File: config.mk
export PLATFORM = sky130hd
export DESIGN_NAME = imem_arbiter
export DESIGN_NICKNAME = d
export VERILOG_FILES = /design/src/rtl/imem_arbiter.sv
export SDC_FILE = /design/constraint.sdc
export NUM_CORES = 1
export LEC_CHECK = 0
export BUFFER_PORTS_ARGS = -buffer_cell sky130_fd_sc_hd__buf_2
export CAP_MARGIN = 25
export CORE_AREA = 2 2 84 86
export DETAILED_ROUTE_END_ITERATION = 10
export DIE_AREA = 0 0 86 88
export GPL_TIMING_DRIVEN = 1
export PLACE_DENSITY_LB_ADDON = 0.1
export RECOVER_POWER = 25
export SLEW_MARGIN = 20
export SYNTH_ARGS = -nofsm -noshare
export SYNTH_HDL_FRONTEND = slang
export SYNTH_SLANG_ARGS = --single-unit
File: constraint.sdc
create_clock -name clk -period 2.4 [get_ports clk]
set_input_delay 0.36 -clock clk [delete_from_list [all_inputs] [get_ports clk]]
set_output_delay 0.36 -clock clk [all_outputs]
set_load 0.05 [all_outputs]
File: src/rtl/imem_arbiter.sv
// Instruction RAM controller: arbitrates CPU fetch against a run-time loader on one single-port RAM.
// Optional address legality checking is enabled by defining IMEM_RANGE_CHECK_EN.
module imem_arbiter #(
   parameter logic [31:0] BASE_ADDR  = 32'h0000_3000,
   parameter int          DEPTH_LOG2 = 12,
   parameter int          STARVE_MAX = 4
) (
   input  logic                  clk,
   input  logic                  reset,
   input  logic                  f_req,
   input  logic [31:0]           f_pc,
   output logic                  f_gnt,
   output logic                  f_rvalid,
   output logic [31:0]           f_instr,
   output logic                  f_fault,
   input  logic                  l_req,
   input  logic [31:0]           l_addr,
   input  logic [31:0]           l_wdata,
   output logic                  l_gnt,
   output logic                  l_err,
   output logic                  ram_en,
   output logic                  ram_we,
   output logic [DEPTH_LOG2-1:0] ram_addr,
   output logic [31:0]           ram_wdata,
   input  logic [31:0]           ram_rdata
);

   localparam logic [1:0] ST_IDLE = 2'd0;
   localparam logic [1:0] ST_RD   = 2'd1;
   localparam logic [1:0] ST_WT   = 2'd2;
   localparam logic [2:0] STARVE_LIM = 3'(STARVE_MAX);

   logic [1:0]            state_q, state_d;
   logic [2:0]            starve_q, starve_d;
   logic                  fault_q, fault_d;
   logic [31:0]           instr_q, instr_d;
   logic                  l_err_q, l_err_d;
   logic                  f_bad, l_bad;
   logic                  can_arb, l_win;
   logic [DEPTH_LOG2-1:0] f_idx, l_idx;

   assign f_idx = DEPTH_LOG2'((f_pc - BASE_ADDR) >> 2);
   assign l_idx = DEPTH_LOG2'((l_addr - BASE_ADDR) >> 2);

`ifdef IMEM_RANGE_CHECK_EN
   localparam logic [32:0] END_ADDR = {1'b0, BASE_ADDR} + (33'd4 << DEPTH_LOG2);
   assign f_bad = (f_pc[1:0] != 2'b00) || (f_pc < BASE_ADDR) || ({1'b0, f_pc} >= END_ADDR);
   assign l_bad = (l_addr[1:0] != 2'b00) || (l_addr < BASE_ADDR) || ({1'b0, l_addr} >= END_ADDR);
`else
   assign f_bad = 1'b0;
   assign l_bad = 1'b0;
`endif

   // Read data arrives straight from the RAM in the RD cycle and is held afterwards.
   assign f_rvalid = reset && (state_q == ST_RD);
   assign f_instr  = f_rvalid ? (fault_q ? 32'h0000_0000 : ram_rdata) : instr_q;
   assign f_fault  = fault_q;
   assign l_err    = l_err_q;

   always_comb begin
      can_arb   = reset && (state_q != ST_WT);
      l_win     = l_req && (!f_req || (starve_q >= STARVE_LIM));
      f_gnt     = can_arb && f_req && !l_win;
      l_gnt     = can_arb && l_win;
      ram_en    = (f_gnt && !f_bad) || (l_gnt && !l_bad);
      ram_we    = l_gnt && !l_bad;
      ram_addr  = l_gnt ? l_idx : f_idx;
      ram_wdata = l_wdata;
   end

   always_comb begin
      state_d  = ST_IDLE;
      starve_d = starve_q;
      fault_d  = fault_q;
      instr_d  = f_instr;
      l_err_d  = l_gnt && l_bad;
      // An illegal write never touches the RAM, so it needs no turnaround.
      if (f_gnt) begin
         state_d = ST_RD;
         fault_d = f_bad;
      end else if (l_gnt && !l_bad) begin
         state_d = ST_WT;
      end
      if (!l_req || l_gnt) begin
         starve_d = 3'd0;
      end else if (starve_q != 3'd7) begin
         starve_d = starve_q + 3'd1;
      end
   end

   always_ff @(posedge clk) begin
      if (!reset) begin
         state_q  <= ST_IDLE;
         starve_q <= 3'd0;
         fault_q  <= 1'b0;
         instr_q  <= 32'h0000_0000;
         l_err_q  <= 1'b0;
      end else begin
         state_q  <= state_d;
         starve_q <= starve_d;
         fault_q  <= fault_d;
         instr_q  <= instr_d;
         l_err_q  <= l_err_d;
      end
   end

endmodule

Word level (Yosys, flattened, before mapping)
Index checks and enable logic that the tools add are counted.

word-level totals
  register bits after elaboration = 37

operators by class
  equality and inequality tests = 3
  $lt $le $gt $ge = 1
  add/subtract/negate cells = 3
  muxes and demuxes = 4
  reductions and logical operators = 14
  bitwise gates (word level) = 1

operators with widths
  cell                    count
  $mux 32                 1
  $sub 14x14->14 const B  2
  $mux 12                 1
  $logic_and 1x1->1       6
  $reduce_or 2->1         2
  $add 3x1->3 const B     1
  $ge 3x3->1 const B      1
  $logic_not 1->1         3
  $logic_or 1x1->1        3
  $ne 3x3->1 const B      1
  $eq 2x1->1 const B      1
  $mux 2                  1
  $ne 2x2->1 const B      1
  $mux 1                  1
  $not 1->1               1

Depth between registers and ports, before layout
  word-level depth = 6
  depth in mapped cells = 5

Least setup slack after synthesis
Ideal clock, no wire load.

  path type = register -> output
  start point = reg state_q[0]
  end point = out ram_addr[10]
  path slack = 0.373 ns
  arrival = 1.667 ns
  data required time = 2.040 ns
  cell stages (with the launch flop) = 5
  cells stage by stage = dfxtp_1 nand2b_1 nand4_2 buf_6 mux2i_1

between the ends
  longest elaborated chain between the ends = 4

ends and longest elaborated chain
  item                      RTL line  text
  start: declaration        33        logic [1:0] state_q, state_d;
  start signal: assignment  99        state_q <= state_d;
  $ne 2x2->1                61        can_arb = reset && (state_q != ST_WT);
  $logic_and 1x1->1         61
  $logic_and 1x1->1         64        l_gnt = can_arb && l_win;
  $mux 12                   67        ram_addr = l_gnt ? l_idx : f_idx;
  end: declaration          23        output logic [DEPTH_LOG2-1:0] ram_addr,

No other way between the ends.

Worst setup path after layout
  start point = reg state_q[0]
  end point = out ram_addr[8]

Same word-level chain as after synthesis.

==> impl_metrics.toml <==
[status]
outcome = "finished, final reports clean"

[critical_path]
slowest_delay_ps = 370
worstPathCellList = "nand2b_1, nand4_4, mux2_2, buf_2"
worst_ep_arrival_time_ps = 1720
worstPathRequired_ps = 2040
worstSetupEndpointType = "primary output"
slowest_stage = "dfxtp_1"
r2r_cells = 4
critPathKind = "reg -> out"
critPathLaunchType = "register"
cp_max_fo = 14

[sta]
max_freq_ghz = 0.480
hold_slack_ps = 336
hold_viol = 0
tns_ps = 0
rsz0062_at_grt = "false"
period_share = 0.868
slew_viol_final = 0
period_minus_slack_ps = 2080
finalSetupViolations = 0
fin_skew_ps = 6.21
timing.final.ws_setup_ps = 317

[grt]
grt_pass1_wl_um = 6510
grtUsageMet2 = 0.191
grt_pass1_vias = 1341
top_usage_layer = "met2"
grt_antenna_before_repair = 0
grt_max_degree = 21
use_met1 = 0.109
grt-ovfl-total = 0
use_met3 = 0.0716
grt_util_all_layers = 0.112

[synth]
avgSynthCellArea_sq_um = 11.2
ys_types = 19
syn_inst = 183
synth.ff_latch_count = 37
yosys_warnings = 0
synth-seq-area-share = 0.361
netlist_area_sq_mm = 0.00205

[clock_network]
htreeDepth = 2
clockRootBuffer = "clkbuf_8"
cts_buffers = 5
cts_tree = "yes"
cts.sink_count = 37
path_clk_slew_ps = 70
cts_buffer_depth = 2
post_cts_buffers = 0
insertion_delay_ps = 280

[placement]
portBuffers = 108
dpl_worst_slack_ps = 395
dp.cells = 333
routabilityCongestion = 0.658
placed_cell_area_sq_mm = 0.00241
place_hpwl_um = 3670

[power]
powerDensity_mw_per_mm2 = 584
peakVddDrop_mv = 0.174
p_leak_nw = 1.41

[final_layout]
stdcell_area_sq_mm = 0.00250
register_area_sq_um = 741
syn_to_final_growth_pct = 22.0
finalNetCount = 394
multi_input_area_sq_um = 983
n_fill_cell = 676
drive_above_1_share = 0.625
diodes = 0
instances_no_fill = 341

[floorplan]
rows = 30
io_pins = 215
dieArea_sq_mm = 0.00757
die_w_um = 86
fp.dieH_um = 88
core_area_sq_mm = 0.00664
start_util = 0.308

[route]
via_count = 1432
vias_per_cell = 4.20
drt-total-wl_um = 4520
drtIter0Drc = 22
wl_per_cell_um = 13.2
drtAntennaViolNets = 0
firstDrtPassIters = 3
drc = 0

[worst_hold_path]
min_path_cells = 3
min_path_type = "in -> reg"

[flow_run]
cap_violations = 0
-- worst paths after layout --
path | startpoint | end | slack, ps
worst max-delay path | state_q[0] | ram_addr[8] | 320
worst min-delay path | f_req | state_q[0] | 340
worst max register to register | state_q[1] | instr_q[29] | 1030
worst min register to register | starve_q[1] | starve_q[1] | 510
-- power breakdown --
part / total (W) / internal (W) / switching, W
registers: 0.000640 / 0.000633 / 0.00000620
clock network: 0.000417 / 0.000201 / 0.000216
logic: 0.000405 / 0.000143 / 0.000262
total: 0.00146 / 0.000977 / 0.000484
-- synth_stat cells, drive strengths merged --
master	count	area, sq um
mux2	42	582
buf	40	315
dfxtp	37	741
and2	32	200
nor2	7	26.3
mux2i	4	40.0
nand2	4	15.0
clkbuf	3	11.3
inv	3	11.3
ha	2	25.0
nand2b	2	12.5
xnor2	2	17.5
a21o	1	7.51
conb	1	3.75
nand3b	1	20.0
nand4	1	12.5
xor2	1	8.76
-- final cells by class --
cell class | instances | area share
multi-input combinational | 101 | 0.393
sequential | 37 | 0.296
timing repair buffer | 112 | 0.233
tap | 80 | 0.0400
clock buffer | 6 | 0.0290
inverter | 3 | 0.00450
clock inverter | 2 | 0.00400
-- routing by layer --
| metal | vias to the layer above | wire [um] |
|---|---|---|
| met5 | - | 0 |
| met4 | 0 | 40 |
| met1 | 623 | 1560 |
| li1 | 709 | - |
| met3 | 2 | 680 |
| met2 | 98 | 2230 |
-- cell families (layout without fill, tap and decap cells) --
logic type                 Yosys count  after routing  share of synthesized area
AOI/OAI and AO/OA                    1              1                    0.00366
xor gates and xnor gates             3              3                     0.0128
adders and majority gates            2              2                     0.0122
and+or+nand+nor                     47             47                      0.140
DFF                                 37             37                      0.361
muxes                               46             46                      0.303
buffers and inverters               46            123                      0.165
other                                1              2                    0.00183
-- cells in the final DEF (no fill, tap or decap) --
cell	n
buf_4	3
nand4_4	1
nand3b_4	1
xnor2_1	2
dfxtp_1	37
buf_2	108
nand2_1	4
a21o_1	1
mux2i_1	4
buf_12	1
clkinv_2	2
inv_1	3
clkbuf_1	1
and2_1	32
mux2_4	29
mux2_2	13
xor2_1	1
ha_1	2
conb_1	2
nand2b_1	2
clkbuf_8	5
nor2_1	7
-- worst max-delay path, delay by kind of cell (launching register included) --
family	cells	cell delay, ps
multiplexers	1	370
flip-flops	1	370
buffers and inverters	1	210
AND/OR/NAND/NOR	2	480
-- state kept, by name, summed over array words and instances (netlist names) --
| signal | cells |
|---|---|
| state_q | 2 |
| instr_q | 32 |
| starve_q | 3 |
-- what timing repair did --
action | in CTS | in global routing
setup endpoints to repair | 0 | 3
hold endpoints to repair | 0 | 0
resized for setup | 0 | 1
hold buffers | 0 | 0
-- per-stage QoR --
| stage | total power [W] | utilization |
|---|---|---|
| 2_1_floorplan | 0.00110 | - |
| 3_3_place_gp | 0.00106 | 0.363 |
| 3_5_place_dp | 0.00106 | 0.363 |
| 4_1_cts | 0.00149 | 0.375 |
| 5_1_grt | 0.00154 | 0.376 |
| 6_report | 0.00146 | 0.376 |
(Power assumes the default switching activity.)
